==> src/rtl/alu_flag_deco_pkg.sv <==
// Shared CPU definitions for the ALU/flag/decoder slice: operation encodings
// and decoder sizing.
package alu_flag_deco_pkg;

  typedef enum logic [2:0] {
    ALU_PASS_A = 3'b000,
    ALU_NOT_A  = 3'b001,
    ALU_ADD    = 3'b010,
    ALU_SUB    = 3'b011,
    ALU_AND    = 3'b100,
    ALU_OR     = 3'b101,
    ALU_NEG_A  = 3'b110,
    ALU_NEG_B  = 3'b111
  } alu_op_e;

  localparam int DEC_SEL_W = 2;
  localparam int DEC_WIDTH = 1 << DEC_SEL_W;

endpackage

==> src/rtl/alu_flag_deco_ffd.sv <==
// Single-bit load-enabled flip-flop holding the zero flag; clears
// asynchronously while reset is low.
module ffd (
  input  logic clk,
  input  logic reset,
  input  logic d,
  input  logic load,
  output logic q
);

  logic q_reg;

  always_ff @(posedge clk or negedge reset) begin
    if (!reset) begin
      q_reg <= 1'b0;
    end else if (load) begin
      q_reg <= d;
    end
  end

  assign q = q_reg;

endmodule

==> src/rtl/alu_flag_deco.sv <==
// Combinational ALU with zero detect, a registered zero flag, and a
// one-hot port-write decoder.
module alu_flag_deco
  import alu_flag_deco_pkg::*;
#(
  parameter int WIDTH = 8
) (
  input  logic             clk,
  input  logic             reset,
  input  logic [WIDTH-1:0] a,
  input  logic [WIDTH-1:0] b,
  input  logic [2:0]       op_alu,
  input  logic             wez,
  input  logic [1:0]       sel,
  input  logic             en,
  output logic [WIDTH-1:0] y,
  output logic             zalu,
  output logic             z,
  output logic [3:0]       dec
);

  logic [WIDTH-1:0] y_next;

  // Unknown select values fall through to zero rather than being propagated.
  always_comb begin
    y_next = '0;
    case (op_alu)
      ALU_PASS_A: y_next = a;
      ALU_NOT_A:  y_next = ~a;
      ALU_ADD:    y_next = a + b;
      ALU_SUB:    y_next = a - b;
      ALU_AND:    y_next = a & b;
      ALU_OR:     y_next = a | b;
      ALU_NEG_A:  y_next = -a;
      ALU_NEG_B:  y_next = -b;
      default:    y_next = '0;
    endcase
  end

  assign y    = y_next;
  assign zalu = ~|y_next;

  ffd u_zflag (
    .clk   (clk),
    .reset (reset),
    .d     (zalu),
    .load  (wez),
    .q     (z)
  );

  genvar gi;
  generate
    for (gi = 0; gi < DEC_WIDTH; gi++) begin : g_dec
      assign dec[gi] = en & (int'(sel) == gi);
    end
  endgenerate

endmodule

==> config.mk <==
export PLATFORM = sky130hd
export DESIGN_NAME = alu_flag_deco
export DESIGN_NICKNAME = d
export VERILOG_FILES = /design/src/rtl/alu_flag_deco_pkg.sv /design/src/rtl/alu_flag_deco_ffd.sv /design/src/rtl/alu_flag_deco.sv
export SDC_FILE = /design/constraint.sdc
export NUM_CORES = 1
export LEC_CHECK = 0
export BUFFER_PORTS_ARGS = -buffer_cell sky130_fd_sc_hd__buf_2
export CAP_MARGIN = 20
export CORE_AREA = 5 5 52 63
export CTS_BUF_LIST = sky130_fd_sc_hd__clkbuf_4
export DETAILED_ROUTE_END_ITERATION = 6
export DIE_AREA = 0 0 57 68
export PLACE_DENSITY_LB_ADDON = 0.08
export SLEW_MARGIN = 30
export SYNTH_ARGS = -nofsm -noshare
export SYNTH_HDL_FRONTEND = slang
export SYNTH_HIERARCHICAL = 1
export SYNTH_SLANG_ARGS = --single-unit
==> constraint.sdc <==
create_clock -name clk -period 4.6 [get_ports clk]
set_input_delay 0.23 -clock clk [delete_from_list [all_inputs] [get_ports clk]]
set_output_delay 0.23 -clock clk [all_outputs]
set_load 0.05 [all_outputs]
# Word-level counts from Yosys, hierarchy flattened
# Cells that the tools add are included.
[totals]
wordCells = 27
reg_bits = 1
[op_classes]
n_mux = 1
bitwise = 7
add_sub_neg = 4
reduce_logical = 4
n_eq_ne = 10
[ops]
columns = ["operator", "count"]
rows = [
  ["$pmux W8 S8", 1],
  ["$neg A8 Y8", 2],
  ["$eq A3 B3 Y1 const B", 4],
  ["$add A8 B8 Y8", 1],
  ["$and A8 B8 Y8", 1],
  ["$not A8 Y8", 1],
  ["$or A8 B8 Y8", 1],
  ["$reduce_or A8 Y1", 1],
  ["$sub A8 B8 Y8", 1],
  ["$eq A3 B2 Y1 const B", 2],
  ["$and A1 B1 Y1", 4],
  ["$eq A2 B2 Y1 const B", 2],
  ["$eq A3 B1 Y1 const B", 1],
  ["$logic_not A3 Y1", 1],
  ["$eq A2 B1 Y1 const B", 1],
  ["$logic_not A2 Y1", 1],
  ["$logic_not A1 Y1", 1],
]

# Logic depth before layout (Yosys ltp)
[logic_depth]
word_depth = 4
mapped_depth = 15

# Modules after synthesis
# The synthesis kept the hierarchy.
[by_module_without_submodules]
columns = ["module", "cells_per_inst", "area_per_inst_um2", "instances", "seq_area_each_um2"]
rows = [
  ["alu_flag_deco", 183, 1213.7, 1, 0.0],
  ["ffd", 2, 40.0, 1, 25.0],
]

# Least setup slack after synthesis
# No wires, ideal clock.
[synth_timing]
path_type = "in2reg"
from = "input port op_alu[0]"
to = "register u_zflag.q_reg (netlist: u_zflag/q)"
path_stages = 13
t_arrival_ps = 4099
required_ps = 4530
path_buffers = 3
path_slack_ps = 431
path_cell_list = "buf_6 > buf_2 > buf_1 > nand2_1 > nand2_1 > o21ai_0 > fa_1 > nand2b_1 > a31oi_1 > o211ai_1 > a2111o_1 > nor4_2 > mux2_4"
[synth_between]
elab_chain_len = 4
elab_cells_between_ends = 11
cone_classes = "eq/ne (7); mux (1); reduce/logical (3)"
[synth_lines]
columns = ["element", "line_no", "source"]
rows = [
  ["from (decl)", "alu_flag_deco.sv:12", "input logic [2:0] op_alu,"],
  ["$eq A3 B3 Y1, or another cell as far along", "alu_flag_deco.sv:27", "case (op_alu)"],
  ["$pmux W8 S8 (*)", "alu_flag_deco.sv:27", ""],
  ["via y[2]", "alu_flag_deco.sv:16", "output logic [WIDTH-1:0] y,"],
  ["$reduce_or A8 Y1 (*)", "alu_flag_deco.sv:41", "assign zalu = ~|y_next;"],
  ["$logic_not A1 Y1 (*)", "alu_flag_deco.sv:41", ""],
  ["via zalu", "alu_flag_deco.sv:17", "output logic zalu,"],
  ["to (signal assigned)", "alu_flag_deco_ffd.sv:15", "q_reg <= 1'b0;"],
  ["to (signal assigned)", "alu_flag_deco_ffd.sv:17", "q_reg <= d;"],
  ["to (decl)", "alu_flag_deco_ffd.sv:11", "logic q_reg;"],
]
# The timed path passes the listed nets; every way through them passes the cells marked *.
# A chain may end at the register's enable or synchronous reset.

# Worst setup path in the final report
[layout_timing]
from = "input port op_alu[1]"
to = "output port zalu"
[layout_between]
elab_chain_len = 4
elab_cells_between_ends = 11
cone_classes = "eq/ne (7); mux (1); reduce/logical (3)"
[layout_lines]
columns = ["element", "line_no"]
rows = [
  ["$eq A3 B3 Y1, or another cell as far along", "alu_flag_deco.sv:27"],
  ["$pmux W8 S8 (*)", "alu_flag_deco.sv:27"],
  ["$reduce_or A8 Y1 (*)", "alu_flag_deco.sv:41"],
  ["$logic_not A1 Y1 (*)", "alu_flag_deco.sv:41"],
  ["to (decl)", "alu_flag_deco.sv:17"],
]
# Mark *: on every way between the ends. The rest lies on a longest branch, timed or not.

==> results.yml <==
placed_design:
  dpl.cell_count: 245
  dp_hpwl_mm: 3.12
  pre_cts_slack_ns: 0.752
  place_congestion: 0.897
  place.port_buffers: 38
  placed_area_sq_um: 1430
worst_setup_path:
  endpoint: "zalu"
  rr_worst_depth: 1
  cp_max_fo: 22
  path_class: "input pin to primary output"
  critical_path.cell_chain: "buf_2 > nor2b_1 > nand2_1 > nand2_1 > o21ai_0 > fa_1 > mux2i_1 > nand2_1 > or3b_1 > a2111o_1 > nor4_2 > buf_2"
  critical_path_required_ns: 4.37
  rr_startpoint: "u_zflag/q"
  max_stage_delay_ns: 0.56
  r2r_slack_ns: 3.86
  crit_start: "op_alu[1]"
  crit_top_cell: "nand2_1"
  cp_slowest_cell: "fa_1"
  worstPathArrival_ns: 3.62
  start_kind: "input pin"
  cp-end-kind: "primary output"
  r2r_end: "u_zflag/q"
layout:
  fillers: 293
  utilization_pct: 53.4
  mostFrequentLayoutCell: "buf_2"
  final_cells: 245
  area_growth_syn_to_layout_pct: 14.2
  postLayoutCellArea_sq_um: 1430
  drive_above_1_share_pct: 21.3
  mostFrequentLayoutCells: "buf_2, nand2_1, nor2_1, xnor2_1"
  diodes: 0
  nets: 250
  largest_register_ffs: 1
yosys:
  synthesis.area_sq_um: 1250
  ys_seq_area_share_pct: 2.00
  synth-edff-count: 0
  syn_area_per_cell_sq_um: 6.78
  yosysUniqueCellTypes: 47
  ys_warn_count: 6
  synth_nets: 222
  synth-main-ff-cell: "dfrtp_1"
  synthArstFlopShare_pct: 100
  synth.ff_latch_count: 1
  synthCells: 185
power:
  peakVddDrop_v: 0.0000944
  p_leak_nw: 0.679
  powerDensity_nw_per_um2: 160
  p_total_mw: 0.230
grt:
  grt_pass1_wl_mm: 6.15
  antenna_found_initial: 0
  grt_remaining_overflow: 0
  grt_max_degree: 34
  grt_pass1_vias: 1412
  track_usage_pct: 19.5
timing:
  relSlewSlack_pct: 62.7
  rsz0062_at_grt: "false"
  fin_ws_ns: 0.754
  period_needed_ns: 3.85
  tns_ns: 0
  fin_crit_sh_pct: 83.6
  worst_pin_slew_ns: 0.559
  final.setup_skew_ns: 0
  slew_violations: 0
  setup-violations-final: 0
  whs_ns: 0.00440
  hold_violations: 0
  fmax_ghz: 0.260
floorplan:
  ios: 39
  row_count: 21
  core_area_sq_um: 2680
  die_area_sq_um: 3880
  fp.dieH_um: 68
  die_w_um: 57
  initial_core_util_pct: 46.8
routing:
  wl_per_cell_um: 15.3
  vias: 1439
  drc: 0
  first_iter_violations: 55
  wl_mm: 3.75
  drtPass1Iterations: 4
  ant_nets: 0
  via_per_inst: 5.87
cts:
  clkSlewWorstSetupHoldPaths_ns: 0
  clk_latency_ns: 0
  cts_hold_buf: 0
  post_cts.repair.setup_buffers: 0
  cts_resized: 0
status:
  status: "finished, final reports clean"
flow_run:
  cap_violations: 0
min_path:
  hp-class: "input pin to async pin"
==> cell families (layout without fill, tap and decap cells) <==
group,count (synthesis),after routing,synth area share [%]
compound gates,50,50,26.8
buf+inv,23,49,7.98
flops,1,1,2.00
simple gates,70,70,28.2
fa+ha+maj,13,13,13.4
xor+xnor,22,22,15.4
mux,6,6,6.19
==> cells in the mapped netlist (2+ instances only) <==
cell	count	share of area, %
and3_1	3	1.5
buf_2	2	0.80
nor2b_1	3	1.5
a21o_1	5	3.0
nor2_1	16	4.8
inv_1	10	3.0
o221ai_1	2	1.4
o21ai_0	11	4.4
xor2_1	8	5.6
nand3_1	3	1.2
xnor2_1	14	9.8
nor3_1	6	2.4
o22ai_1	2	1.0
ha_1	11	11
mux2i_1	4	3.2
or3_1	3	1.5
a31oi_1	2	1.0
nand2b_1	6	3.0
clkbuf_1	8	2.4
nor4_1	4	2.0
a21oi_1	9	3.6
o211ai_1	3	1.8
a311oi_1	2	1.4
nor3b_1	3	1.8
a211oi_1	4	2.4
a221oi_1	2	1.4
nand2_1	19	5.7
==> worst min path at each step <==
stage                      from   endpoint  slack (ns)  cells after the start
final                     reset  u_zflag/q       0.004                      1
after global routing      reset  u_zflag/q        0.01                      1
after CTS                 reset  u_zflag/q       0.006                      1
after detailed placement  reset  u_zflag/q       0.007                      1
after global placement    reset  u_zflag/q       0.005                      1
after floorplan           reset  u_zflag/q       -0.07                      0
==> report_power, final <==
| part | internal, mW | switching [mW] |
|---|---|---|
| sequential | 0.00913 | 0.0000818 |
| combinational | 0.0777 | 0.143 |
| clock | 0 | 0 |
| total | 0.0869 | 0.143 |
==> per-layer routing <==
| layer | up-vias | GRT usage [%] | wire length [um] |
|---|---|---|---|
| li1 | 723 | - | - |
| met1 | 656 | 20.8 | 1400 |
| met2 | 48 | 38.6 | 1980 |
| met3 | 12 | 2.26 | 227 |
| met4 | 0 | 7.54 | 145 |
| met5 | - | 0 | 0 |
==> critical path, delay by kind of cell <==
family | cells | cell delay [ns]
multiplexers | 1 | 0.09
AND/OR/NAND/NOR | 6 | 1.58
AO/OA/AOI/OAI | 2 | 0.54
adder cells (fa/ha/maj) | 1 | 0.56
buffers and inverters | 2 | 0.63
==> final cells by class <==
type | count | area, sq um | area share [%]
inverters | 10 | 37.5 | 2.62
repair buffers | 39 | 198 | 13.8
multi-input cells | 161 | 1130 | 78.8
well taps | 34 | 42.5 | 2.97
flip-flops and latches | 1 | 25.0 | 1.75
No activity file was read; power rests on OpenSTA's default activity.
